File: src/rtl/cpu_clk_seq_if.sv
// ============================================================================
// Module      : cpu_clk_seq_if
// Description : phi2 input, soft reset request and strobe/reset/status outputs
//               of the CPU clock sequencer.
// Revision    : 1.0 - initial release
// ============================================================================
`default_nettype none

interface cpu_clk_seq_if #(
   parameter int CNT_WIDTH = 32
);
   logic                 phi_in;
   logic                 cpu_rst_req;
   logic                 phi_rise;
   logic                 phi_fall;
   logic                 cpu_reset_n;
   logic [CNT_WIDTH-1:0] cycle_count;
   logic                 stalled;

   modport master (
      output phi_in,
      output cpu_rst_req,
      input  phi_rise,
      input  phi_fall,
      input  cpu_reset_n,
      input  cycle_count,
      input  stalled
   );

   modport slave (
      input  phi_in,
      input  cpu_rst_req,
      output phi_rise,
      output phi_fall,
      output cpu_reset_n,
      output cycle_count,
      output stalled
   );
endinterface

`default_nettype wire

File: src/rtl/cpu_clk_seq.sv
// ============================================================================
// Module      : cpu_clk_seq
// Description : phi2 edge strobes, CPU reset sequencing, CPU cycle counter and
//               phi2 stall detection, all in the system clock domain.
// Revision    : 1.0 - initial release
// ============================================================================
`default_nettype none

module cpu_clk_seq #(
   parameter int RESET_CYCLES  = 8,
   parameter int STALL_TIMEOUT = 64,
   parameter int CNT_WIDTH     = 32
) (
   input  wire logic      clk,
   input  wire logic      reset_n,
   cpu_clk_seq_if.slave   bus
);

   localparam logic [7:0]  RCNT_MAX = 8'(RESET_CYCLES);
   localparam logic [15:0] SCNT_MAX = 16'(STALL_TIMEOUT);

   typedef enum logic [0:0] {
      HOLD = 1'b0,
      RUN  = 1'b1
   } state_t;

   state_t               state_q, state_d;
   logic                 phi_q;
   logic                 phi_rise_q, phi_rise_d;
   logic                 phi_fall_q, phi_fall_d;
   logic [7:0]           rcnt_q, rcnt_d;
   logic                 cpu_reset_n_q, cpu_reset_n_d;
   logic [CNT_WIDTH-1:0] cycle_count_q, cycle_count_d;
   logic [15:0]          scnt_q, scnt_d;
   logic                 stalled_q, stalled_d;

   always_comb begin
      phi_rise_d    = bus.phi_in & ~phi_q;
      phi_fall_d    = ~bus.phi_in & phi_q;
      state_d       = state_q;
      rcnt_d        = rcnt_q;
      cpu_reset_n_d = cpu_reset_n_q;
      cycle_count_d = cycle_count_q;

      // A soft reset request overrides any edge seen in the same clock.
      if (bus.cpu_rst_req) begin
         state_d       = HOLD;
         rcnt_d        = 8'd0;
         cycle_count_d = '0;
         cpu_reset_n_d = 1'b0;
      end else begin
         case (state_q)
            HOLD: begin
               cpu_reset_n_d = 1'b0;
               if (phi_rise_d && (rcnt_q != RCNT_MAX)) begin
                  rcnt_d = rcnt_q + 8'd1;
               end
               if (phi_fall_d && (rcnt_q == RCNT_MAX)) begin
                  state_d       = RUN;
                  cpu_reset_n_d = 1'b1;
               end
            end
            RUN: begin
               cpu_reset_n_d = 1'b1;
               if (phi_rise_d) begin
                  cycle_count_d = cycle_count_q + CNT_WIDTH'(1);
               end
            end
            default: begin
               state_d       = HOLD;
               rcnt_d        = 8'd0;
               cpu_reset_n_d = 1'b0;
            end
         endcase
      end

      if (phi_rise_d || phi_fall_d) begin
         scnt_d = 16'd0;
      end else if (scnt_q != SCNT_MAX) begin
         scnt_d = scnt_q + 16'd1;
      end else begin
         scnt_d = scnt_q;
      end
      stalled_d = (scnt_d == SCNT_MAX);
   end

   always_ff @(posedge clk or negedge reset_n) begin
      if (!reset_n) begin
         phi_q         <= 1'b0;
         phi_rise_q    <= 1'b0;
         phi_fall_q    <= 1'b0;
         state_q       <= HOLD;
         rcnt_q        <= 8'd0;
         cpu_reset_n_q <= 1'b0;
         cycle_count_q <= '0;
         scnt_q        <= 16'd0;
         stalled_q     <= 1'b0;
      end else begin
         phi_q         <= bus.phi_in;
         phi_rise_q    <= phi_rise_d;
         phi_fall_q    <= phi_fall_d;
         state_q       <= state_d;
         rcnt_q        <= rcnt_d;
         cpu_reset_n_q <= cpu_reset_n_d;
         cycle_count_q <= cycle_count_d;
         scnt_q        <= scnt_d;
         stalled_q     <= stalled_d;
      end
   end

   assign bus.phi_rise    = phi_rise_q;
   assign bus.phi_fall    = phi_fall_q;
   assign bus.cpu_reset_n = cpu_reset_n_q;
   assign bus.cycle_count = cycle_count_q;
   assign bus.stalled     = stalled_q;

endmodule

`default_nettype wire

File: src/flat_wrapper.sv
// flat-port wrapper written by rule: the top's interface ports become plain ports
module cpu_clk_seq_flat 
#(
   parameter int RESET_CYCLES  = 8,
   parameter int STALL_TIMEOUT = 64,
   parameter int CNT_WIDTH     = 32
)
  (clk, reset_n, bus_phi_in, bus_cpu_rst_req, bus_phi_rise, bus_phi_fall, bus_cpu_reset_n, bus_cycle_count, bus_stalled);
  cpu_clk_seq_if #(.CNT_WIDTH(CNT_WIDTH)) bus_i ();
  input  wire logic clk;
  input  wire logic reset_n;
  input wire logic [$bits(bus_i.phi_in)-1:0] bus_phi_in;
  input wire logic [$bits(bus_i.cpu_rst_req)-1:0] bus_cpu_rst_req;
  output wire logic [$bits(bus_i.phi_rise)-1:0] bus_phi_rise;
  output wire logic [$bits(bus_i.phi_fall)-1:0] bus_phi_fall;
  output wire logic [$bits(bus_i.cpu_reset_n)-1:0] bus_cpu_reset_n;
  output wire logic [$bits(bus_i.cycle_count)-1:0] bus_cycle_count;
  output wire logic [$bits(bus_i.stalled)-1:0] bus_stalled;
  assign bus_i.phi_in = bus_phi_in;
  assign bus_i.cpu_rst_req = bus_cpu_rst_req;
  assign bus_phi_rise = bus_i.phi_rise;
  assign bus_phi_fall = bus_i.phi_fall;
  assign bus_cpu_reset_n = bus_i.cpu_reset_n;
  assign bus_cycle_count = bus_i.cycle_count;
  assign bus_stalled = bus_i.stalled;
  cpu_clk_seq #(.RESET_CYCLES(RESET_CYCLES), .STALL_TIMEOUT(STALL_TIMEOUT), .CNT_WIDTH(CNT_WIDTH)) u_core (.clk(clk), .reset_n(reset_n), .bus(bus_i));
endmodule
File: config.mk
export PLATFORM = sky130hd
export DESIGN_NAME = cpu_clk_seq_flat
export DESIGN_NICKNAME = d
export VERILOG_FILES = /design/src/rtl/cpu_clk_seq_if.sv /design/src/rtl/cpu_clk_seq.sv /design/src/flat_wrapper.sv
export SDC_FILE = /design/constraint.sdc
export NUM_CORES = 1
export LEC_CHECK = 0
export CAP_MARGIN = 0
export CORE_MARGIN = 5
export CORE_UTILIZATION = 55
export CTS_CLUSTER_SIZE = 25
export DETAILED_ROUTE_END_ITERATION = 10
export HOLD_SLACK_MARGIN = 0.15
export PLACE_DENSITY = 0.79
export SETUP_SLACK_MARGIN = 0.4
export SLEW_MARGIN = 30
export SYNTH_ARGS = -nofsm -noshare
export SYNTH_HDL_FRONTEND = slang
export SYNTH_SLANG_ARGS = --single-unit
File: constraint.sdc
create_clock -name clk -period 2.6 [get_ports clk]
set_input_delay 0.26 -clock clk [delete_from_list [all_inputs] [get_ports clk]]
set_output_delay 0.26 -clock clk [all_outputs]
set_load 0.05 [all_outputs]
=== After elaboration in Yosys (flattened, before gate mapping) ===
Index checks and enable logic that the tools add are counted.

* Bits in registers: 62
* Output and inout bits: 36

* Add/subtract/negate cells: 3
* Equal/unequal tests: 5
* Mux-type cells: 13
* Bitwise logic cells: 5
* Reduce and logical (&&, ||, !) cells: 8

{| class="wikitable"
|+ Operator list
! cell !! number
|-
| $mux 32 || 3
|-
| $add 32x1->32 const B || 1
|-
| $mux 16 || 2
|-
| $mux 8 || 3
|-
| $add 16x1->16 const B || 1
|-
| $eq 16x7->1 const B || 1
|-
| $ne 16x7->1 const B || 1
|-
| $add 8x1->8 const B || 1
|-
| $eq 8x4->1 const B || 1
|-
| $ne 8x4->1 const B || 1
|-
| $reduce_bool 2->1 || 3
|-
| $mux 1 || 4
|-
| $reduce_and 2->1 || 2
|-
| $not 1->1 || 3
|-
| $and 1x1->1 || 2
|-
| $logic_and 1x1->1 || 2
|-
| $ne 2x2->1 const B || 1
|-
| $pmux 1 s2 || 1
|-
| $logic_or 1x1->1 || 1
|}

=== Longest topological paths before layout ===
Gate-level depths: netlist (run 1).

* Depth after elaboration: 6
* Mapped depth: 7
* Depth with buffers taken out: 7

=== Worst setup path after synthesis (run 1) ===
OpenSTA, ideal clock, no wires.

* Path type: reg2reg
* Start point: register u_core.cycle_count_q[14] (netlist: u_core.bus.cycle_count[14])
* End point: register u_core.cycle_count_q[31] (netlist: u_core.bus.cycle_count[31])
* Library setup time: 0.078 ns
* Arrival time: 1.963 ns
* Required time: 2.522 ns
* Slack: 0.559 ns
* Stages on the path, launching flop included: 6
* Clock period less this slack: 2.041 ns
* Path through: dfrtp_1 nand4_1 nor4_1 nand3_1 or3_1 a21oi_1

* Cells in the longest elaborated chain, start to end: 4

{| class="wikitable"
|+ RTL lines
! what !! RTL line !! source
|-
| start: declaration || cpu_clk_seq.sv:33 || <nowiki>logic [CNT_WIDTH-1:0] cycle_count_q, cycle_count_d;</nowiki>
|-
| start signal: assignment || cpu_clk_seq.sv:105 || <nowiki>cycle_count_q <= cycle_count_d;</nowiki>
|-
| $add 32x1->32 || cpu_clk_seq.sv:66 || <nowiki>cycle_count_d = cycle_count_q + CNT_WIDTH'(1);</nowiki>
|-
| $mux 32 || cpu_clk_seq.sv:65 || <nowiki>if (phi_rise_d) begin</nowiki>
|-
| $mux 32 || cpu_clk_seq.sv:52 || <nowiki>case (state_q)</nowiki>
|-
| $mux 32 || cpu_clk_seq.sv:46 || <nowiki>if (bus.cpu_rst_req) begin</nowiki>
|}

Every way passes these cells. The select of a mux whose other input is x is not followed.
A chain may end at the register's enable or synchronous reset.

=== Final worst setup path (run 1) ===
* Start point: register u_core.scnt_q[0]
* End point: register u_core.stalled_q (netlist: u_core.bus.stalled)

* Cells in the longest elaborated chain, start to end: 4
* Elaborated cells on any way between the ends: 5
* Those cells by class: add/sub: 1; eq/ne: 2; mux: 2

{| class="wikitable"
|+ RTL lines
! what !! RTL line !! source
|-
| start: declaration || cpu_clk_seq.sv:34 || <nowiki>logic [15:0] scnt_q, scnt_d;</nowiki>
|-
| start signal: assignment || cpu_clk_seq.sv:106 || <nowiki>scnt_q <= scnt_d;</nowiki>
|-
| $add 16x1->16 / $ne 16x7->1 (equally long branches) || cpu_clk_seq.sv:80, cpu_clk_seq.sv:79 ||
|-
| $mux 16 (*) || cpu_clk_seq.sv:79 || <nowiki>end else if (scnt_q != SCNT_MAX) begin</nowiki>
|-
| $mux 16 (*) || cpu_clk_seq.sv:77 || <nowiki>if (phi_rise_d || phi_fall_d) begin</nowiki>
|-
| $eq 16x7->1 (*) || cpu_clk_seq.sv:84 || <nowiki>stalled_d = (scnt_d == SCNT_MAX);</nowiki>
|-
| net u_core.stalled_d || cpu_clk_seq.sv:35 || <nowiki>logic stalled_q, stalled_d;</nowiki>
|-
| end signal: assignment || cpu_clk_seq.sv:107 || <nowiki>stalled_q <= stalled_d;</nowiki>
|-
| end: declaration || cpu_clk_seq.sv:35 ||
|}

Mark *: on every way through the listed nets, which the timed path passes. The rest lies on a longest branch.

==> run summary, run 1 <==
WL final - 6910 um
worst min path class - input port to flop
total number of vias - 2,598
r2r setup slk - 0.53 ns
drt pass-1 iters - 4
crit path DAT - 2.30 ns
crit path cell chain - inv_1 > ha_1 > nor4b_2 > nand4_2 > o21a_1 > a2111o_1 > a2111oi_2
Layout Nets - 388
worst-path maximum fanout - 6
Final Max Tran Viols - 0
Synth cell types - 43
Synth warnings - 0
final setup margin - 0.5336 ns
final hold viol count - 0
WL/cell - 15.29 um
commonest non-fill, non-tap cell in the layout - dfrtp_1
LEAKAGE - 1.754 nW
antenna-violating nets left - 0
GRT overflow - 0
max cap viols - 0
Post-Route Setup TNS - 0 ns
Crit Path Class - flop to flop
syn_nets - 339
Worst-Skew Late Latency - 0.34 ns
initial antenna violation count - 0
Clock Skew - 0.006464 ns
Worst-path clk slew - 0.07 ns
Final period util - 79.48%
Clock Sinks - 61
# diodes - 0
die width - 86.54 um
most frequent cells in the layout - dfrtp_1, nor2_1, clkdlybuf4s50_1
RD Place Congestion - 0.8404
Syn Area/Cell - 9.823 um2
Net Sw Power - 0.4538 mW
first-pass GRT wire length - 11,740 um
Peak Freq - 483.9 MHz
Die Ht - 86.54 um
Root Driver - clkbuf_8
CTS Buffer Depth - 2
crit path time final - 2.066 ns
Sw Share - 22.89%
fin cells - 452
pwr/cell area - 497.8 nW/um2
CTS Buf Count - 9
RSZ-0062 raised after global routing - false
relative slew slack - 59.37%
# port buffers - 39
Via density - 5.748
CP Capture Type - flop
placed insts - 436
Slowest cell on crit path - dfrtp_2
Mapped Area - 3222 um2
max incr delay on CP - 0.46 ns
# H-tree levels - 3
startpoint types - flop
total track usage - 20.04%
layout cell share with drive strength beyond 1 - 10.26%
FP Rows - 27
Clk pwr share - 43.4%
die area - 7488 um2
status - completed
DRC Markers - 0
Peak supply drop - 0.0003260 V
Fin Hold WS - 0.4339 ns
internal power - 1.528 mW
part of the power in combinational logic - 7.0%
synthesis-stage register bit count - 61
core area - 5608 um2
sequential area share after synthesis - 47.38%
sequential share of power - 49.6%
largest net degree at the start of global routing - 42
DP Worst Slack - 0.1318 ns
area growth from synthesis to layout - 23.57%
CTS tree - built
WP data required - 2.83 ns
Slew @ Worst Pin - 0.6094 ns
DP HPWL - 4773 um
vias in the first global route - 2,494
Synth Instances - 328
setup violators final - 0
num ports - 40
Initial Util - 57.45%
drt initial violations - 99
==> kinds of logic (layout without fill, tap and decap cells) <==
logic type,after synthesis,after routing,share of synthesized area (%)
AO/OA/AOI/OAI,24,24,5.087
adder cells (fa/ha/maj),7,7,2.718
multiplexers,3,3,0.9321
flip-flops,61,61,47.38
buffers and inverters,19,71,2.485
AND/OR/NAND/NOR,167,167,28.62
XOR/XNOR,47,47,12.78
==> registers in the layout, summed over array words and instances (netlist names) <==
name                    cells
u_core.bus.phi_rise         1
u_core.phi_q                1
u_core.bus.stalled          1
u_core.scnt_q              16
u_core.rcnt_q               8
u_core.bus.cpu_reset_n      1
u_core.bus.cycle_count     32
u_core.bus.phi_fall         1
==> power by group through the flow <==
stage / clock, mW / combinational, mW / sequential, mW
5_1_grt: 0.924 / 0.154 / 0.985
4_1_cts: 0.878 / 0.136 / 0.979
6_report: 0.860 / 0.138 / 0.984
2_1_floorplan: 0 / 0.0781 / 0.998
3_5_place_dp: 0 / 0.132 / 0.996
3_3_place_gp: 0 / 0.130 / 0.996
==> layout make-up <==
class,instances,area (um2)
Timing Repair Buffer,48,467.9
Multi-Input combinational cell,248,1662
Clock inverter,1,30.03
Fill cell,425,1627
Clock buffer,13,168.9
Tap cell,72,90.09
Sequential cell,61,1529
Inverter,9,33.78
==> through the flow <==
step,util [%],cell area (um2),power [mW]
after floorplan,-,3222,1.076
after global placement,66.27,3716,1.126
after detailed placement,66.27,3716,1.129
after CTS,70.19,3936,1.993
after global routing,71.00,3981,2.063
final,71.00,3981,1.982
==> worst max-delay path: cells and delay by family (launching register included) <==
kind | cells | cell delay, ns
simple gates | 2 | 0.36
compound gates | 3 | 0.89
fa+ha+maj | 1 | 0.15
buf+inv | 1 | 0.10
flops | 1 | 0.46
==> per-layer routing <==
layer / global-route usage [%] / routed length, um
met5: 0 / 0
met4: 9.773 / 152
met3: 3.802 / 289
met2: 32.61 / 3328
met1: 25.63 / 3140
==> final timing paths <==
kind,startpoint,end,depth (start not counted)
hold / removal,bus_phi_in,u_core.phi_q$_DFF_PN0_,1
hold reg to reg,u_core.rcnt_q[7]$_DFFE_PN0P_,u_core.rcnt_q[7]$_DFFE_PN0P_,2
setup reg to reg,u_core.scnt_q[0]$_DFF_PN0_,u_core.bus.stalled$_DFF_PN0_,7
min in group asynchronous,reset_n,u_core.bus.cycle_count[10]$_DFFE_PN0P_,2
setup / recovery,u_core.scnt_q[0]$_DFF_PN0_,u_core.bus.stalled$_DFF_PN0_,7
max in group asynchronous,reset_n,u_core.scnt_q[0]$_DFF_PN0_,3
==> Yosys cell counts, drive strengths merged <==
cell type | number | area share (%)
o31a | 1 | 0.27
buf | 2 | 0.50
nand4 | 17 | 3.7
and4 | 4 | 1.1
xnor2 | 12 | 3.3
nand2b | 4 | 0.78
nor4bb | 1 | 0.31
o21a | 1 | 0.23
clkbuf | 8 | 0.93
nor2b | 4 | 0.78
a21boi | 2 | 0.47
a2111o | 1 | 0.35
a211oi | 1 | 0.23
inv | 9 | 1.0
a31oi | 2 | 0.39
o311ai | 1 | 0.27
nor2 | 47 | 5.5
mux2i | 3 | 0.93
nand3 | 23 | 4.3
a2111oi | 1 | 0.47
nor4b | 2 | 0.74
or3 | 6 | 1.2
o41ai | 1 | 0.27
nand2 | 18 | 2.1
xor2 | 35 | 9.5
o221ai | 1 | 0.27
a21oi | 8 | 1.2
and3 | 13 | 2.5
nor4 | 6 | 1.4
or2 | 1 | 0.19
and2 | 10 | 1.9
nor3 | 10 | 1.9
and3b | 1 | 0.27
dfrtp | 61 | 47
o21ai | 4 | 0.62
ha | 7 | 2.7
==> what timing repair did <==
action / CTS / global route
endpoints found under the setup margin: 1 / 1
resized for setup: 2 / 8
pin swaps: 1 / 1
hold buffers: 1 / 0
hold endpoints to repair: 25 / 0
buffers inserted: 0 / 1
(Power assumes the default switching activity.)
==> run 2, diff against run 1 <==
- clock period: 2.6 -> 2.1 ns (I/O delays scaled with it)
==> run summary, run 2 (synthesized netlist as in run 1, its figures left out) <==
# diodes - 0
relative slew slack - 61.19%
placed insts - 444
final setup margin - 0.1228 ns
Power, Total - 2.360 mW
status - completed
Clock Skew - 0.008836 ns
WL final - 7310 um
worst min path class - input port to asynchronous set/reset pin
initial antenna violation count - 0
Worst-path clk slew - 0.07 ns
first-pass GRT wire length - 11,990 um
# H-tree levels - 3
CTS Buf Count - 9
GRT overflow - 0
total number of vias - 2,632
max incr delay on CP - 0.44 ns
Die Ht - 86.54 um
startpoint types - flop
Final period util - 94.15%
Layout Nets - 405
design area - 4235 um2
max cap viols - 0
crit path time final - 1.977 ns
die width - 86.54 um
core area - 5608 um2
placed cell area - 3856 um2
max reg flops - 32
largest net degree at the start of global routing - 42
vias in the first global route - 2,572
commonest non-fill, non-tap cell in the layout - nor2_1
Worst-Skew Late Latency - 0.33 ns
pwr/cell area - 557.3 nW/um2
WP data required - 2.32 ns
final hold viol count - 0
Slowest cell on crit path - dfrtp_2
Slew @ Worst Pin - 0.5822 ns
CTS tree - built
LEAKAGE - 1.983 nW
RD Place Congestion - 0.8578
# port buffers - 39
num ports - 40
drt pass-1 iters - 4
Post-Route Setup TNS - 0 ns
setup violators final - 0
CP Capture Type - flop
FP Rows - 27
crit path cell chain - inv_2 > ha_4 > nor4b_4 > nand4_4 > o21a_1 > a2111o_1 > a2111oi_4
Initial Util - 57.45%
drt initial violations - 153
DP HPWL - 4836 um
total track usage - 20.52%
DP Worst Slack - -0.1398 ns
WL/cell - 15.52 um
area growth from synthesis to layout - 31.46%
Fin Hold WS - 0.4093 ns
RSZ-0062 raised after global routing - true
crit path DAT - 2.19 ns
most frequent cells in the layout - nor2_1, xor2_1, dlygate4sd2_1, dfrtp_2, dfrtp_1
DRC Markers - 0
fin cells - 471
Peak Freq - 505.8 MHz
die area - 7488 um2
Peak supply drop - 0.0004168 V
fin util - 75.52%
Via density - 5.588
Crit Path Class - flop to flop
antenna-violating nets left - 0
CTS Buffer Depth - 2
Root Driver - clkbuf_8
layout cell share with drive strength beyond 1 - 27.07%
Clock Sinks - 61
worst-path maximum fanout - 4
Final Max Tran Viols - 0
[run 2: worst paths after layout]
kind | to | slack [ns] | cells past startpoint | startpoint
setup / recovery | u_core.bus.stalled$_DFF_PN0_ | 0.12 | 7 | u_core.scnt_q[0]$_DFF_PN0_
min in group clk | u_core.phi_q$_DFF_PN0_ | 0.49 | 2 | bus_phi_in
hold reg to reg | u_core.bus.cycle_count[31]$_DFFE_PN0P_ | 0.55 | 2 | u_core.bus.cycle_count[31]$_DFFE_PN0P_
max in group asynchronous | u_core.scnt_q[8]$_DFF_PN0_ | 1.08 | 3 | reset_n
hold / removal | u_core.bus.cycle_count[11]$_DFFE_PN0P_ | 0.41 | 2 | reset_n
setup reg to reg | u_core.bus.stalled$_DFF_PN0_ | 0.12 | 7 | u_core.scnt_q[0]$_DFF_PN0_
[run 2: critical path, delay by kind of cell, from the launching register on]
kind	cells	cell delay [ns]
compound gates	3	0.78
flops	1	0.44
simple gates	2	0.40
fa+ha+maj	1	0.13
buf+inv	1	0.10
[run 2: layer usage]
| layer | wire [um] | vias up | part of all wire [%] | track usage, % |
|---|---|---|---|---|
| li1 | - | 1271 | - | - |
| met1 | 3195 | 1279 | 44 | 25.57 |
| met2 | 3666 | 68 | 50 | 34.63 |
| met3 | 284 | 14 | 3.9 | 3.327 |
| met4 | 163 | 0 | 2.2 | 9.915 |
| met5 | 0 | - | 0 | 0 |
[run 2: final cells by class]
cell class / instances / area [um2]
Fill cell: 422 / 1373
Timing Repair Buffer: 65 / 558.0
Multi-Input combinational cell: 248 / 1810
Clock buffer: 12 / 145.1
Clock inverter: 4 / 25.02
Inverter: 9 / 36.28
Tap cell: 72 / 90.09
Sequential cell: 61 / 1570
[run 2: timing repair]
action	4_1_cts	5_1_grt
buffers inserted	6	4
setup endpoints to repair	42	30
pin swaps	7	8
hold buffers	1	0
endpoints found under the hold margin	25	0
resized for setup	50	24
[run 2: where the power goes]
group          switching (mW)  internal [mW]
Combinational           0.135          0.105
Clock                   0.446          0.457
Sequential             0.0259           1.19
Total                   0.607           1.75
==> run 3, diff against run 2 <==
- CORE_ASPECT_RATIO: unset -> 0.5
- CORE_MARGIN: 5 -> unset
- CORE_UTILIZATION: 55 -> 60
- PLACE_DENSITY: 0.79 -> 0.85
- clock period: 2.1 -> 2.5 ns (I/O delays scaled with it)
==> run summary, run 3 (synthesized netlist as in run 1, its figures left out) <==
status - completed
placed cell area - 3716 um2
Worst-path clk slew - 0.07 ns
Peak supply drop - 0.0005004 V
WL final - 7016 um
# port buffers - 39
CTS tree - built
worst r2r src - u_core.scnt_q[0]$_DFF_PN0_
crit path time final - 2.109 ns
max incr delay on CP - 0.51 ns
Layout Nets - 391
Final period util - 84.35%
final hold viol count - 0
WL/cell - 15.42 um
CP Capture Type - flop
DP HPWL - 4582 um
max reg flops - 32
crit path cell chain - clkdlybuf4s50_1 > inv_1 > ha_1 > buf_4 > a21boi_1 > o221ai_1 > a2111oi_2
worst-path maximum fanout - 10
crit path DAT - 2.34 ns
worst min path class - input port to flop
Peak Freq - 474.2 MHz
layout cell share with drive strength beyond 1 - 11.95%
fin cells - 455
total number of vias - 2,631
Slowest cell on crit path - clkdlybuf4s50_1
placed insts - 436
# H-tree levels - 3
design area - 4014 um2
Initial Util - 63.86%
initial antenna violation count - 0
num ports - 40
die area - 5684 um2
GRT overflow - 0
max cap viols - 0
Via density - 5.782
WP data required - 2.73 ns
pwr/cell area - 537.6 nW/um2
Slew @ Worst Pin - 0.7534 ns
vias in the first global route - 2,502
setup violators final - 0
CTS Buf Count - 9
total track usage - 26.63%
crit path from - bus_phi_in
DRC Markers - 0
drt pass-1 iters - 4
FP Rows - 18
LEAKAGE - 1.766 nW
CTS Buffer Depth - 2
RD Place Congestion - 0.8857
Crit Path Class - input port to flop
Power, Total - 2.158 mW
Final Max Tran Viols - 0
hold_sp - bus_phi_in
relative slew slack - 49.78%
Die Ht - 53.82 um
area growth from synthesis to layout - 24.58%
first-pass GRT wire length - 11,210 um
most frequent cells in the layout - dfrtp_1, nor2_1, clkdlybuf4s50_1
antenna-violating nets left - 0
Worst-Skew Late Latency - 0.35 ns
core area - 5045 um2
Clock Sinks - 61
die width - 105.6 um
Clock Skew - 0.01057 ns
Post-Route Setup TNS - 0 ns
largest net degree at the start of global routing - 62
RSZ-0062 raised after global routing - false
Root Driver - clkbuf_8
Fin Hold WS - 0.4344 ns
startpoint types - input port
drt initial violations - 113
# diodes - 0
commonest non-fill, non-tap cell in the layout - dfrtp_1
[run 3: cell types whose count changed in the layout (fill, tap and decap cells not counted), moves of 3 or more]
| cell | before | now |
|---|---|---|
| nor2_2 | 3 | 0 |
| dfrtp_2 | 35 | 2 |
| dfrtp_1 | 26 | 59 |
| dlygate4sd2_1 | 35 | 0 |
| buf_4 | 23 | 11 |
| nor2_1 | 44 | 47 |
| clkdlybuf4s50_1 | 2 | 38 |
| nor4_1 | 2 | 5 |
[run 3: power breakdown]
part / switching [mW] / internal (mW) / total, mW / leakage [nW]
clock network: 0.395 / 0.586 / 0.981 / 0.112
logic: 0.0939 / 0.0617 / 0.156 / 0.812
registers: 0.0214 / 1.00 / 1.02 / 0.842
[run 3: repair_timing]
item,in CTS,in global routing
pin swaps,0,2
endpoints found under the hold margin,61,0
hold buffers,1,0
resized for setup,3,8
gates cloned,0,0
buffers inserted,1,1
setup endpoints to repair,1,1
[run 3: stage by stage]
step	util [%]	setup WS, ns
finish	79.56	0.3913
global route	79.56	0.3781
CTS	78.72	0.4155
detailed placement	73.66	0.1368
global placement	73.66	0.2110
floorplan	-	0.4588
[run 3: area by class of cell]
class                   count  area [um2]
inverters                   9       33.78
flip-flops and latches     61        1529
repair buffers             51       478.0
fillers                   328        1031
multi-input cells         248        1662
clock buffers              10       137.6
well taps                  70       87.58
clock inverters             6       86.33
[run 3: routing by layer]
layer / track usage (%) / wire length (um)
met1: 29.41 / 2880
met2: 48.25 / 3568
met3: 10.65 / 392
met4: 10.19 / 175
met5: 0 / 0
[run 3: final timing paths]
| kind | to | depth (start not counted) | slack [ns] |
|---|---|---|---|
| min in group asynchronous | u_core.scnt_q[15]$_DFF_PN0_ | 3 | 0.57 |
| max reg2reg | u_core.bus.stalled$_DFF_PN0_ | 6 | 0.40 |
| min | u_core.phi_q$_DFF_PN0_ | 1 | 0.43 |
| max | u_core.bus.stalled$_DFF_PN0_ | 7 | 0.39 |
| max in group asynchronous | u_core.scnt_q[1]$_DFF_PN0_ | 3 | 1.41 |
| min reg2reg | u_core.rcnt_q[7]$_DFFE_PN0P_ | 2 | 0.57 |
[run 3: critical path, delay by kind of cell]
kind            cells  cell delay [ns]
fa+ha+maj           1             0.50
buf+inv             3             0.77
compound gates      3             0.81
